$ cat config.mk
export PLATFORM = sky130hd
export DESIGN_NAME = pulse_trigger_info_reader_flat
export DESIGN_NICKNAME = d
export VERILOG_FILES = /design/src/rtl/pulse_trigger_info_reader_if.sv /design/src/rtl/pulse_trigger_info_reader.sv /design/src/flat_wrapper.sv
export SDC_FILE = /design/constraint.sdc
export NUM_CORES = 1
export LEC_CHECK = 0
export CELL_PAD_IN_SITES_DETAIL_PLACEMENT = 1
export CELL_PAD_IN_SITES_GLOBAL_PLACEMENT = 1
export CORE_ASPECT_RATIO = 0.9
export CORE_MARGIN = 2
export CORE_UTILIZATION = 37
export DETAILED_ROUTE_END_ITERATION = 12
export HOLD_SLACK_MARGIN = 0.06
export PLACE_DENSITY_LB_ADDON = 0.1
export RECOVER_POWER = 100
export SYNTH_ARGS = -nofsm -noshare
export SYNTH_HDL_FRONTEND = slang
export SYNTH_SLANG_ARGS = --single-unit
$ cat constraint.sdc
create_clock -name clk -period 3.9 [get_ports clk]
set_input_delay 0.78 -clock clk [delete_from_list [all_inputs] [get_ports clk]]
set_output_delay 0.78 -clock clk [all_outputs]
set_load 0.01 [all_outputs]
$ cat src/rtl/pulse_trigger_info_reader_if.sv
// Pulse-trigger reader bus bundle: FIFO pop side, trigger record side, clear and status.
// master = the reader itself, slave = the surrounding FIFO / trigger processor.
interface pulse_trigger_info_reader_if;
    logic         fifo_valid;
    logic         fifo_ready;
    logic [127:0] fifo_data;
    logic         clear_counters;
    logic         trig_valid;
    logic         trig_ready;
    logic [23:0]  trig_num;
    logic [43:0]  trig_timestamp;
    logic [1:0]   trig_type;
    logic         trig_close;
    logic         seq_error;
    logic         format_error;
    logic [15:0]  missed_count;
    logic [23:0]  cnt_laser;
    logic [23:0]  cnt_am;
    logic [23:0]  cnt_both;
    logic [2:0]   state;

    modport master (
        input  fifo_valid, fifo_data, clear_counters, trig_ready,
        output fifo_ready, trig_valid, trig_num, trig_timestamp, trig_type, trig_close,
               seq_error, format_error, missed_count, cnt_laser, cnt_am, cnt_both, state
    );

    modport slave (
        output fifo_valid, fifo_data, clear_counters, trig_ready,
        input  fifo_ready, trig_valid, trig_num, trig_timestamp, trig_type, trig_close,
               seq_error, format_error, missed_count, cnt_laser, cnt_am, cnt_both, state
    );
endinterface

$ cat src/rtl/pulse_trigger_info_reader.sv
// Pops trigger-info words, checks format/number continuity, counts per type; pop->trig_valid 2 cycles,
// holds record until trig_ready (FIFO not popped meanwhile). PTR_HOLDOFF_EN enables trig_close.
module pulse_trigger_info_reader #(
    parameter logic [43:0] HOLDOFF_CYCLES = 44'd8
) (
    input logic                          clk,
    input logic                          reset_n,
    pulse_trigger_info_reader_if.master  bus
);

    typedef enum logic [2:0] {
        IDLE  = 3'b001,
        CHECK = 3'b010,
        SEND  = 3'b100
    } state_t;

    state_t        r_state;
    state_t        w_next;
    logic          w_fifo_ready;
    logic          w_trig_valid;

    logic [127:0]  r_word;
    logic [23:0]   r_expected;
    logic [15:0]   r_missed;
    logic [23:0]   r_cnt_laser;
    logic [23:0]   r_cnt_am;
    logic [23:0]   r_cnt_both;
    logic [23:0]   r_trig_num;
    logic [43:0]   r_trig_ts;
    logic [1:0]    r_trig_type;
    logic          r_seq_err;
    logic          r_fmt_err;

    logic [1:0]    w_type;
    logic [23:0]   w_num;
    logic [43:0]   w_ts;
    logic          w_fmt_bad;
    logic          w_check;
    logic          w_fwd;
    logic [23:0]   w_diff;
    logic [24:0]   w_missed_sum;
    logic [15:0]   w_missed_next;

    assign w_type    = r_word[69:68];
    assign w_num     = r_word[67:44];
    assign w_ts      = r_word[43:0];
    assign w_fmt_bad = (|r_word[127:70]) || (w_type == 2'b00);
    assign w_check   = (r_state == CHECK);
    assign w_fwd     = w_check && !w_fmt_bad;

    // Gap size is modular so a wrap-around jump still counts as missed triggers.
    assign w_diff        = w_num - r_expected;
    assign w_missed_sum  = {9'd0, r_missed} + {1'b0, w_diff};
    assign w_missed_next = (|w_missed_sum[24:16]) ? 16'hFFFF : w_missed_sum[15:0];

    always_ff @(posedge clk or negedge reset_n) begin
        if (!reset_n) begin
            r_state <= IDLE;
        end else begin
            r_state <= w_next;
        end
    end

    always_comb begin
        w_next       = IDLE;
        w_fifo_ready = 1'b0;
        w_trig_valid = 1'b0;
        case (r_state)
            IDLE: begin
                w_fifo_ready = 1'b1;
                w_next       = bus.fifo_valid ? CHECK : IDLE;
            end
            CHECK: begin
                w_next = w_fmt_bad ? IDLE : SEND;
            end
            SEND: begin
                w_trig_valid = 1'b1;
                w_next       = bus.trig_ready ? IDLE : SEND;
            end
            default: begin
                w_next = IDLE;
            end
        endcase
    end

`ifdef PTR_HOLDOFF_EN
    logic [43:0] r_prev_ts;
    logic        r_prev_vld;
    logic        r_close;
    logic [43:0] w_delta;
    logic        w_close;

    assign w_delta = w_ts - r_prev_ts;
    assign w_close = !bus.clear_counters && r_prev_vld && (w_delta < HOLDOFF_CYCLES);

    always_ff @(posedge clk or negedge reset_n) begin
        if (!reset_n) begin
            r_prev_ts  <= 44'd0;
            r_prev_vld <= 1'b0;
            r_close    <= 1'b0;
        end else begin
            if (w_fwd) begin
                r_close <= w_close;
            end
            if (bus.clear_counters) begin
                r_prev_vld <= 1'b0;
            end else if (w_fwd) begin
                r_prev_ts  <= w_ts;
                r_prev_vld <= 1'b1;
            end
        end
    end

    assign bus.trig_close = r_close;
`else
    assign bus.trig_close = 1'b0;
`endif

    always_ff @(posedge clk or negedge reset_n) begin
        if (!reset_n) begin
            r_word      <= 128'd0;
            r_expected  <= 24'd1;
            r_missed    <= 16'd0;
            r_cnt_laser <= 24'd0;
            r_cnt_am    <= 24'd0;
            r_cnt_both  <= 24'd0;
            r_trig_num  <= 24'd0;
            r_trig_ts   <= 44'd0;
            r_trig_type <= 2'b00;
            r_seq_err   <= 1'b0;
            r_fmt_err   <= 1'b0;
        end else begin
            r_seq_err <= 1'b0;
            r_fmt_err <= 1'b0;

            if ((r_state == IDLE) && bus.fifo_valid) begin
                r_word <= bus.fifo_data;
            end

            if (w_fwd) begin
                r_trig_num  <= w_num;
                r_trig_ts   <= w_ts;
                r_trig_type <= w_type;
            end

            if (w_check && w_fmt_bad) begin
                r_fmt_err <= 1'b1;
            end

            // A clear in the CHECK cycle still forwards the record but skips all bookkeeping.
            if (bus.clear_counters) begin
                r_expected  <= 24'd1;
                r_missed    <= 16'd0;
                r_cnt_laser <= 24'd0;
                r_cnt_am    <= 24'd0;
                r_cnt_both  <= 24'd0;
            end else if (w_fwd) begin
                if (w_num != r_expected) begin
                    r_seq_err <= 1'b1;
                    r_missed  <= w_missed_next;
                end
                r_expected <= w_num + 24'd1;
                case (w_type)
                    2'b10:   r_cnt_laser <= r_cnt_laser + 24'd1;
                    2'b01:   r_cnt_am    <= r_cnt_am + 24'd1;
                    2'b11:   r_cnt_both  <= r_cnt_both + 24'd1;
                    default: ;
                endcase
            end
        end
    end

    assign bus.fifo_ready     = w_fifo_ready;
    assign bus.trig_valid     = w_trig_valid;
    assign bus.trig_num       = r_trig_num;
    assign bus.trig_timestamp = r_trig_ts;
    assign bus.trig_type      = r_trig_type;
    assign bus.seq_error      = r_seq_err;
    assign bus.format_error   = r_fmt_err;
    assign bus.missed_count   = r_missed;
    assign bus.cnt_laser      = r_cnt_laser;
    assign bus.cnt_am         = r_cnt_am;
    assign bus.cnt_both       = r_cnt_both;
    assign bus.state          = r_state;

endmodule

$ cat src/flat_wrapper.sv
// flat-port wrapper written by rule: the top's interface ports become plain ports
module pulse_trigger_info_reader_flat 
#(
    parameter logic [43:0] HOLDOFF_CYCLES = 44'd8
)
  (clk, reset_n, bus_fifo_valid, bus_fifo_data, bus_clear_counters, bus_trig_ready, bus_fifo_ready, bus_trig_valid, bus_trig_num, bus_trig_timestamp, bus_trig_type, bus_trig_close, bus_seq_error, bus_format_error, bus_missed_count, bus_cnt_laser, bus_cnt_am, bus_cnt_both, bus_state);
  pulse_trigger_info_reader_if bus_i ();
  input logic clk;
  input logic reset_n;
  input wire logic [$bits(bus_i.fifo_valid)-1:0] bus_fifo_valid;
  input wire logic [$bits(bus_i.fifo_data)-1:0] bus_fifo_data;
  input wire logic [$bits(bus_i.clear_counters)-1:0] bus_clear_counters;
  input wire logic [$bits(bus_i.trig_ready)-1:0] bus_trig_ready;
  output wire logic [$bits(bus_i.fifo_ready)-1:0] bus_fifo_ready;
  output wire logic [$bits(bus_i.trig_valid)-1:0] bus_trig_valid;
  output wire logic [$bits(bus_i.trig_num)-1:0] bus_trig_num;
  output wire logic [$bits(bus_i.trig_timestamp)-1:0] bus_trig_timestamp;
  output wire logic [$bits(bus_i.trig_type)-1:0] bus_trig_type;
  output wire logic [$bits(bus_i.trig_close)-1:0] bus_trig_close;
  output wire logic [$bits(bus_i.seq_error)-1:0] bus_seq_error;
  output wire logic [$bits(bus_i.format_error)-1:0] bus_format_error;
  output wire logic [$bits(bus_i.missed_count)-1:0] bus_missed_count;
  output wire logic [$bits(bus_i.cnt_laser)-1:0] bus_cnt_laser;
  output wire logic [$bits(bus_i.cnt_am)-1:0] bus_cnt_am;
  output wire logic [$bits(bus_i.cnt_both)-1:0] bus_cnt_both;
  output wire logic [$bits(bus_i.state)-1:0] bus_state;
  assign bus_i.fifo_valid = bus_fifo_valid;
  assign bus_i.fifo_data = bus_fifo_data;
  assign bus_i.clear_counters = bus_clear_counters;
  assign bus_i.trig_ready = bus_trig_ready;
  assign bus_fifo_ready = bus_i.fifo_ready;
  assign bus_trig_valid = bus_i.trig_valid;
  assign bus_trig_num = bus_i.trig_num;
  assign bus_trig_timestamp = bus_i.trig_timestamp;
  assign bus_trig_type = bus_i.trig_type;
  assign bus_trig_close = bus_i.trig_close;
  assign bus_seq_error = bus_i.seq_error;
  assign bus_format_error = bus_i.format_error;
  assign bus_missed_count = bus_i.missed_count;
  assign bus_cnt_laser = bus_i.cnt_laser;
  assign bus_cnt_am = bus_i.cnt_am;
  assign bus_cnt_both = bus_i.cnt_both;
  assign bus_state = bus_i.state;
  pulse_trigger_info_reader #(.HOLDOFF_CYCLES(HOLDOFF_CYCLES)) u_core (.clk(clk), .reset_n(reset_n), .bus(bus_i));
endmodule
==> flow_summary_export.csv, run 1 <==
group,metric,value,unit
status,status,"complete, but fails checks",
status,violations,"capacitance limit, slew limit, setup timing",
global_routing,grt_antenna_before_repair,8,
clocking,root_buffer,"clkbuf_16",
global_routing,groute.usage.overall,22.0,%
power_and_ir_drop,p_leak,9.88,nW
routing,routed_via_density,5.10,
layout,finalNetCount,2092,
power_and_ir_drop,ir_drop,362,uV
synth,synth_edf_count,0,
routing,wirelength,47900,um
placed_design,io_buffers,297,
synth,ys_async_sr_fraction,100,%
routing,first_iter_violations,678,
timing,finalSetupViolCount,16,
clocking,path_clk_slew,60,ps
synth,synth_area,15600,um^2
min_path,min_path_cells,2,
die,ios,299,
synth,synthAdderAreaFrac,3.71,%
clocking,h-tree-depth,2,
clocking,insertion_delay,560,ps
timing,hold_viol_final,0,
routing,via_count,12700,
setup_path,r2r-start,"u_core.r_word[44]$_DFFE_PN0P_",
routing,drc,0,
setup_path,cp_max_fo,8,
layout,num-fill-cells,4581,
timing,worst_pin_slew,2530,ps
global_routing,met1_usage,28.6,%
clocking,clkSinkCount,315,
die,die_w,220,um
timing,setup_slack,-71.2,ps
synth,synthFlopType,"dfrtp_1",
layout,area_delta_synth_final,37.4,%
timing,hold_slack,454,ps
global_routing,grt_start_max_net_pins,100,
global_routing,grt_busiest_layer,"met2",
timing,finalMaxSlewViolations,220,
routing,drt-pass1-iter-count,4,
layout,drive_gt1_share,18.9,%
die,rows,71,
setup_path,r2r_cells,20,
synth,yosysTopAreaCellShare,50.3,%
clocking,cts_tree,"done",
synth,yosys.area.top_type,"dfrtp_1",
timing,period_needed,3970,ps
synth,syn_avg_cell_area,10.2,um^2
job,drv_cap,3,
power_and_ir_drop,power,13.4,mW
setup_path,required,4330,ps
min_path,hp-class,"reg2reg",
synth,synth_area_leaders,"dfrtp_1, mux2_2, nand2_1",
routing,ant_nets,0,
timing,fmax,252,MHz
setup_path,r2r_end,"u_core.bus.missed_count[10]$_DFFE_PN0P_",
setup_path,worst-setup-path-type,"reg2reg",
setup_path,worstPathArrival,4410,ps
placed_design,gp_congestion,0.840,
setup_path,setup.worst_path.start,"u_core.r_word[44]$_DFFE_PN0P_",
layout,multi_input_area,7630,um^2
timing,period_share,102,%
layout,seq_area,7890,um^2
timing,relSlewSlack,-68.5,%
synth,synthMuxAreaShare,9.30,%
synth,synthXorXnorAreaFrac,6.07,%
clocking,ctsLongestPathBuffers,3,
global_routing,grt_pass1_vias,13700,
synth,yosysSeqAreaShare,50.6,%
synth,synth-seq-cells,315,
setup_path,crit_path_start_kind,"flop",
die,fp.coreArea,41700,um^2
synth,yosysWarnings,0,
global_routing,grt_pass1_wl,75700,um
clocking,cts_buffers,38,
placed_design,hpwl,34700,um
global_routing,gr-usage-met3,6.24,%
setup_path,endpoint_kind,"flop",
synth,synth_cell_types,70,
synth,synth_top_family_by_area,"simple AND/OR/NAND/NOR gates",
die,die_height,199,um
global_routing,overflow,0,
power_and_ir_drop,power_density,627,nW/um^2
synth,postSynthCellCount,1534,
clocking,hold_buffers,0,
timing,rsz0062_at_grt,"yes",
global_routing,grt_util_met2,35.3,%
synth,synth-simple-area-share,18.3,%
min_path,hold_start,"u_core.bus.trig_timestamp[25]$_DFFE_PN0P_",
timing,finClkSkew,16.4,ps
setup_path,reg2reg_setup_slack,-70,ps
synth,synth_nets,1712,
die,fp.dieArea,43800,um^2
min_path,min_to,"u_core.bus.trig_timestamp[25]$_DFFE_PN0P_",
synth,synth_compound_area_share,9.22,%
routing,drt-wirelength-per-cell,19.3,um
die,initial_core_util,37.4,%
[cells in the final DEF (no fill, tap or decap), drive strengths merged, types with 9 or more instances in the layout]
cell	instances
clkbuf	64
nand2b	9
o21ai	38
nor2	122
and4	10
clkinv	10
o21bai	19
inv	43
nand3	39
o211ai	10
mux2	126
or3	12
buf	98
a21o	12
dfrtp	313
xor2	72
and3	29
ha	43
dlygate4sd3	165
a21oi	73
nand2	289
xnor2	36
nand4	29
clkdlybuf4s50	130
a211oi	29
nor3	11
nor4	27
[per-stage QoR]
step | instance area, um^2 | TNS, ps | util [%] | cells | worst slack [ps]
floorplan | 15700 | -417 | - | 1534 | -45.4
global placement | 19800 | -22.0 | 47.5 | 2405 | -11.9
detailed placement | 19800 | -2810 | 47.5 | 2405 | -199
CTS | 21200 | -54.0 | 51.0 | 2476 | -23.3
global route | 21400 | -4300 | 51.4 | 2489 | -257
finish | 21400 | -852 | 51.4 | 2490 | -71.2
[repair_timing]
item                                    in CTS  in global routing
pin swaps                                   20                  7
endpoints found under the setup margin      16                 16
cloned                                       1                  1
gates resized for setup                     22                 47
buffers inserted                             6                  8
[cells by family after synthesis]
logic type,count (synthesis)
DFF,315
buffers and inverters,108
and+or+nand+nor,605
xor gates and xnor gates,108
AOI/OAI and AO/OA,223
adders and majority gates,45
other,1
muxes,129
[how the worst max path moves through the flow]
stage | endpoint | slack [ps] | cells after the start
3_3_place_gp | u_core.bus.missed_count[2]$_DFFE_PN0P_ | -10 | 17
4_1_cts | u_core.bus.missed_count[10]$_DFFE_PN0P_ | -20 | 20
5_1_grt | u_core.bus.missed_count[2]$_DFFE_PN0P_ | -260 | 19
6_report | u_core.bus.missed_count[10]$_DFFE_PN0P_ | -70 | 20
3_5_place_dp | u_core.bus.missed_count[10]$_DFFE_PN0P_ | -200 | 17
2_1_floorplan | u_core.bus.missed_count[12]$_DFFE_PN0P_ | -50 | 20
[area by class of cell]
type	count	area share, %
multi-input cells	1111	35.6
repair buffers	406	17.8
inverters	42	0.736
flip-flops and latches	315	36.8
well taps	547	3.20
clock inverters	13	0.678
clock buffers	51	5.04
diodes	5	0.0585
[synth_stat cells, types with 3 or more instances]
master	number
nor2_1	122
ha_1	43
nand2b_1	9
a21boi_0	5
a211oi_1	28
xor2_1	72
or4_1	4
nor4_2	3
nand2_1	289
a21oi_1	73
and4_1	10
o211ai_1	10
nor4_1	20
inv_1	42
nor4_4	4
o21bai_1	19
mux2i_1	3
buf_2	7
nand3_1	37
o21a_1	4
nor3_1	10
clkbuf_1	55
a21o_1	12
nor2b_1	6
a31oi_1	7
and3_1	28
mux2_2	126
or3_1	12
nand4_1	27
o31ai_1	3
xnor2_1	36
o2111ai_1	3
and2_1	6
dfrtp_1	313
o21ai_0	38
[routing by layer]
| metal | routed length (um) | part of all wire, % | up-vias |
|---|---|---|---|
| met4 | 1210 | 2.5 | 4 |
| met1 | 21100 | 44 | 6301 |
| met3 | 3030 | 6.3 | 70 |
| met5 | 14 | 0.029 | - |
| met2 | 22600 | 47 | 241 |
| li1 | - | - | 6086 |
[power by group]
group / switching [mW] / internal [mW]
sequential: 0.551 / 3.96
combinational: 2.68 / 2.68
clock: 1.47 / 2.08
[critical path, cell delays in order (launching register included)]
cell      delay (ps)
dfrtp_1          370
inv_2             60
ha_4             160
fa_2             360
nand2b_4         160
a21oi_4          210
nor2_4            90
buf_6            120
xnor2_2          120
ha_1             310
and4_1           210
o211ai_1         170
a21boi_4         230
o211ai_1         120
buf_4            180
nor4b_4          240
o211ai_1         150
a211oi_4         240
buf_6            160
buf_12           120
a31oi_1           80
[registers in the layout (all words and copies together), names as in the netlist, 2 cells and up]
name / count
u_core.bus.state: 3
u_core.r_expected: 24
u_core.bus.trig_timestamp: 44
u_core.bus.cnt_laser: 24
u_core.bus.trig_type: 2
u_core.bus.cnt_both: 24
u_core.bus.trig_num: 24
u_core.r_word: 128
u_core.bus.missed_count: 16
u_core.bus.cnt_am: 24
Note: power is estimated with default switching activity, not from simulation.
==> run 2, diff against run 1 <==
--- a/config.mk
+++ b/config.mk
@@ -14,6 +14,7 @@
 export HOLD_SLACK_MARGIN = 0.06
 export PLACE_DENSITY_LB_ADDON = 0.1
 export RECOVER_POWER = 100
+export SETUP_SLACK_MARGIN = 0.1
 export SYNTH_ARGS = -nofsm -noshare
 export SYNTH_HDL_FRONTEND = slang
 export SYNTH_SLANG_ARGS = --single-unit
==> flow_summary_export.csv, run 2 (synthesized netlist as in run 1, its figures left out) <==
group,metric,value,unit
clocking,cts_buffers,38,
timing,period_share,101,%
die,die_height,199,um
clocking,hold_buffers,0,
min_path,min_path_cells,2,
timing,worst_pin_slew,2500,ps
routing,drt-pass1-iter-count,6,
layout,finalNetCount,2099,
die,ios,299,
clocking,root_buffer,"clkbuf_16",
clocking,clkSinkCount,315,
setup_path,r2r_cells,20,
routing,routed_via_density,5.10,
timing,relSlewSlack,-66.7,%
die,rows,71,
status,status,"complete, but fails checks",
die,die_w,220,um
setup_path,worst-setup-path-type,"reg2reg",
setup_path,required,4320,ps
layout,area_delta_synth_final,38.2,%
clocking,ctsLongestPathBuffers,3,
placed_design,gp_congestion,0.805,
power_and_ir_drop,ir_drop,412,uV
timing,fmax,253,MHz
die,fp.dieArea,43800,um^2
setup_path,slowest_delay,360,ps
clocking,h-tree-depth,2,
timing,setup_slack,-50.2,ps
setup_path,setup.worst_path.start,"u_core.r_word[44]$_DFFE_PN0P_",
layout,largest_reg_flops,128,
routing,first_iter_violations,685,
setup_path,path_delay_family,"compound AO/OA/AOI/OAI gates",
power_and_ir_drop,p_leak,9.93,nW
layout,drive_gt1_share,20.2,%
power_and_ir_drop,power,13.7,mW
setup_path,slowest_stage,"dfrtp_1",
min_path,hold_start,"u_core.bus.trig_timestamp[43]$_DFFE_PN0P_",
global_routing,grt_pass1_vias,13800,
setup_path,r2r-start,"u_core.r_word[44]$_DFFE_PN0P_",
timing,finalMaxSlewViolations,116,
global_routing,grt_start_max_net_pins,83,
job,drv_cap,2,
setup_path,crit_path_start_kind,"flop",
routing,ant_nets,0,
placed_design,hpwl,35500,um
timing,finClkSkew,11.2,ps
setup_path,worstPathArrival,4370,ps
routing,drt-wirelength-per-cell,19.5,um
layout,final_cell_mix,"dfrtp_1, nand2_1, dlygate4sd3_1, clkdlybuf4s50_1, mux2_2",
setup_path,endpoint_kind,"flop",
routing,wirelength,48900,um
die,fp.coreArea,41700,um^2
global_routing,groute.usage.overall,22.3,%
clocking,insertion_delay,540,ps
placed_design,io_buffers,297,
timing,rsz0062_at_grt,"yes",
die,initial_core_util,37.4,%
timing,period_needed,3950,ps
power_and_ir_drop,power_density,636,nW/um^2
min_path,min_to,"u_core.bus.trig_timestamp[43]$_DFFE_PN0P_",
clocking,path_clk_slew,60,ps
global_routing,grt_pass1_wl,77100,um
global_routing,overflow,0,
clocking,cts_tree,"done",
setup_path,r2r_end,"u_core.bus.missed_count[9]$_DFFE_PN0P_",
routing,drc,0,
setup_path,reg2reg_setup_slack,-50,ps
routing,via_count,12800,
layout,largest_register,"u_core.r_word",
status,violations,"capacitance limit, slew limit, setup timing",
setup_path,crit_buf_inv,3,
min_path,hp-class,"reg2reg",
layout,final_common_cell,"dfrtp_1",
placed_design,dp.cells,2409,
layout,finalNonFillerCells,2502,
timing,hold_viol_final,0,
global_routing,grt_antenna_before_repair,11,
setup_path,cp_max_fo,8,
timing,finalSetupViolCount,8,
setup_path,crit_chain,"inv_2, ha_4, fa_2, nand2b_4, a21oi_4, o21ai_1, nand2_1, xor2_1, ha_1, a21o_1, a21oi_2, o21bai_2, a221o_1, or2_1, a41oi_2, o211ai_1, a211oi_4, buf_4, buf_12, a31oi_2",
run 2: where the power goes:
part / leakage [nW] / internal (mW) / switching, mW
Combinational: 5.19 / 2.72 / 2.78
Clock: 0.638 / 2.20 / 1.46
Sequential: 4.10 / 3.97 / 0.563
Total: 9.93 / 8.89 / 4.81
run 2: through the flow:
step	hold WS, ps	setup WS [ps]	util (%)	TNS [ps]	cell area [um^2]
global placement	450	-77.1	47.6	-977	19800
detailed placement	459	-212	47.6	-3190	19800
finish	463	-50.2	51.7	-297	21500
global route	490	-246	51.7	-5830	21500
CTS	252	4.88	51.4	0	21400
floorplan	442	-41.7	-	-381	15700
run 2: worst max path at each step:
stage | end | cells after the start | slack, ps
after floorplan | u_core.bus.missed_count[12]$_DFFE_PN0P_ | 20 | -40
after detailed placement | u_core.bus.missed_count[2]$_DFFE_PN0P_ | 18 | -210
final | u_core.bus.missed_count[9]$_DFFE_PN0P_ | 20 | -50
after global placement | u_core.bus.missed_count[2]$_DFFE_PN0P_ | 18 | -80
after CTS | u_core.bus.missed_count[15]$_DFFE_PN0P_ | 20 | 5
after global routing | u_core.bus.missed_count[9]$_DFFE_PN0P_ | 18 | -250
run 2: per-layer routing:
metal  routed length [um]  track usage [%]  share of wire, %
met5                   56                0              0.11
met4                 1060             5.57               2.2
met3                 3100             6.22               6.3
met2                23500             36.7                48
met1                21100             29.1                43
run 2: area by class of cell:
| type | instances | area (um^2) |
|---|---|---|
| clock buffers | 53 | 1110 |
| fillers | 4583 | 20100 |
| flip-flops and latches | 315 | 7890 |
| repair buffers | 413 | 3860 |
| well taps | 547 | 684 |
| inverters | 42 | 158 |
| multi-input cells | 1111 | 7650 |
| diodes | 5 | 12.5 |
| clock inverters | 16 | 186 |
run 2: timing repair:
item                                    4_1_cts  5_1_grt
pin swaps                                    24       28
gates resized for setup                      37       46
endpoints found under the hold margin         0        0
gates cloned                                  1        1
endpoints found under the setup margin       16       16
buffers inserted                             12        6
run 2: worst min-delay path, delay by kind of cell, from the launching register on:
| kind | cells | cell delay (ps) |
|---|---|---|
| DFF | 1 | 340 |
| and+or+nand+nor | 2 | 100 |
==> RTL edit (settings of run 1) <==
The option `PTR_HOLDOFF_EN` is turned on by a define.
--- a/src/rtl/pulse_trigger_info_reader.sv
+++ b/src/rtl/pulse_trigger_info_reader.sv
@@ -2,2 +2,4 @@
 // holds record until trig_ready (FIFO not popped meanwhile). PTR_HOLDOFF_EN enables trig_close.
+`define PTR_HOLDOFF_EN
+
 module pulse_trigger_info_reader #(
Check against the original RTL: no difference found for any inputs over 4 cycles, from zero or initial values and one cycle with reset_n low; that may be too few to reach the edited logic, so the function may still have changed.
==> RTL edit against run 1 <==
- the flow still finishes with violations (capacitance limit, slew limit, setup timing)
- count of clock-buffer cells in the layout rose by 15
- sequential cell count rose by 46
- fmax fell by 6.1%
- non-clock buffer count fell by 10
- largest power group is now registers
- routed wire length rose by 23%
- power fell by 9.8%
- design area rose by 19%
- critical endpoint is now u_core.bus.missed_count[13]
- sequential power fell by 2%
- synthesized area rose by 26%
- first-iteration DRC count fell by 0.88%
- via count rose by 27%
- worst setup slack got worse by 0.26 ns
==> RTL edit: results (changes against run 1) <==
Logic synthesis:
- The instance count of the mapped netlist was 2022 (+32%).
- By count the netlist is led by sky130_fd_sc_hd__dfrtp_1, sky130_fd_sc_hd__nand2_1, sky130_fd_sc_hd__mux2_2.
- The post-synthesis sequential area ratio is 0.461 (-0.0448).
- The total nets after synthesis is 2242 (+31%).
- Yosys attributes the largest share of cell area to sky130_fd_sc_hd__dfrtp_1, sky130_fd_sc_hd__mux2_2, sky130_fd_sc_hd__nand2_1.
- The distinct cell type count of the synthesized netlist is 72 (+2.9%).

Timing:
- The count of pins over their slew limit is 130 (-41%).
- The setup violation total in the final timing report came to 43 (+27).
- The final sum of negative setup slack is -7.00 ns (-6.15 ns).
- The post-layout worst setup margin is -0.327 ns (-0.256 ns).
- The setup clock skew after layout is 0.0212 ns (+0.00485 ns).
- The final-layout worst hold slack is 0.460 ns (+0.00551 ns).
- The measured slew at the worst slew-check pin is 2.52 ns (-0.0120 ns).

Drt:
- The violation count after the first detailed-route iteration is 672 (-0.88%).
- The routed length on met3 is 2.48 mm (-18%).
- The total via count after detailed routing is 16200 (+27%).
- The detailed route wirelength on metal2 is 27.4 mm (+21%).
- The detailed-route wire length on metal 1 is 27.6 mm (+31%).
- The number of detailed-routing iterations run before antenna repair is 5 (+1).
- The final wirelength is 58.9 mm (+23%).

Global routing:
- The pin count of the biggest net entering global routing is 94 (-6.0%).
- The fraction of met2 tracks used by global routing is 0.351 (-0.00142).
- The via count of the first global-routing pass came to 17200 (+26%).
- The total global-route track usage is 0.216 (-0.00401).
- The global routing met3 resource utilization is 0.0387 (-0.0237).
- The met1 capacity usage during global routing is 0.297 (+0.0109).
- The global-route wire length before repair is 95.3 mm (+26%).
- The number of antenna violations at the first check in global routing is 6 (-2).

Place:
- The total instance count after detailed placement was 3012 (+25%).
- The placed cell area was 24000 um^2 (+21%).
- The count of input and output buffers is 298 (+0.34%).
- The final weighted congestion in routability-driven placement is 0.881 (+4.8%).
- The total half-perimeter wirelength after legalization and detailed placement is 43.8 mm (+26%).
- The worst slack after detailed placement was -0.262 ns (-0.0635 ns).

Clocking:
- The clock-pin slew on the worst setup and hold paths came to 0.06 ns (about the same).
- The number of buffers created by CTS is 43 (+13%).
- The clock latency of the later-clocked register in the worst-skew pair is 0.58 ns (+0.02 ns).

Worst hold path:
- The path class of the tightest hold or removal check is reg2reg.

Setup path:
- The biggest cell delay along the critical path was 0.55 ns (+0.18 ns).
- The largest individual stage delay along the critical path comes from the cell sky130_fd_sc_hd__dfstp_2.
- The worst path arrival time is 4.68 ns (+0.27 ns).
- The maximum fanout encountered on the critical timing path came to 8 (unchanged).

Layout:
- The share of cells above drive strength 1 is 0.157 (-0.0323).
- The final layout net count is 2601 (+24%).

Job:
- The number of maximum-capacitance violations is 3 (unchanged).

Power and ir drop:
- The worst ir drop on vdd is 0.322 mV (-11%).
- The leakage power is 11.7 nW (+18%).

Outcome:
- The checks that failed: capacitance limit, slew limit, setup timing.
- The run finished, with violations left.
==> RTL edit: cell count changes after synthesis, sizes merged, moves of 22 or more <==
cell,before,now
ha,43,85
clkbuf,57,79
mux2,126,172
nor2,122,162
nand2,289,319
xnor2,36,62
dfrtp,313,359
inv,42,99
a21oi,73,110
==> RTL edit: logic make-up (layout without fill, tap and decap cells) <==
group	count (synthesis)	in the layout	synth area share
AOI/OAI and AO/OA	330	330	0.107
xor gates and xnor gates	132	132	0.0590
adders and majority gates	87	87	0.0563
buffers and inverters	181	574	0.0349
DFF	361	361	0.461
muxes	180	180	0.103
other	0	5	0
and+or+nand+nor	751	751	0.179
==> RTL edit: final timing paths <==
check | from | to | depth (start not counted)
setup / recovery | u_core.r_expected[0] | u_core.bus.missed_count[13] | 20
hold / removal | u_core.bus.trig_num[21] | u_core.bus.trig_num[21] | 2
setup reg to reg | u_core.r_expected[0] | u_core.bus.missed_count[13] | 20
hold reg to reg | u_core.bus.trig_num[21] | u_core.bus.trig_num[21] | 2
max in group asynchronous | reset_n | u_core.r_word[79] | 2
min in group asynchronous | reset_n | u_core.bus.missed_count[1] | 1
==> RTL edit: what timing repair did <==
item / 4_1_cts / 5_1_grt
buffers inserted: 0 / 11
cloned: 0 / 1
gates resized for setup: 1 / 17
pin swaps: 1 / 15
setup endpoints to repair: 16 / 18
==> RTL edit: power by group <==
part	internal [mW]	switching, mW	total, mW
registers	4.06	0.339	4.40
clock network	2.52	1.67	4.19
logic	1.65	1.86	3.51
==> RTL edit: cell type report <==
class / count / area (um^2)
Multi-Input combinational cell: 1480 / 10000
Fill cell: 5816 / 26500
Clock buffer: 66 / 1300
Sequential cell: 361 / 9040
Inverter: 99 / 372
Timing Repair Buffer: 396 / 3730
Tap cell: 688 / 861
Clock inverter: 13 / 183
Antenna cell: 5 / 12.5
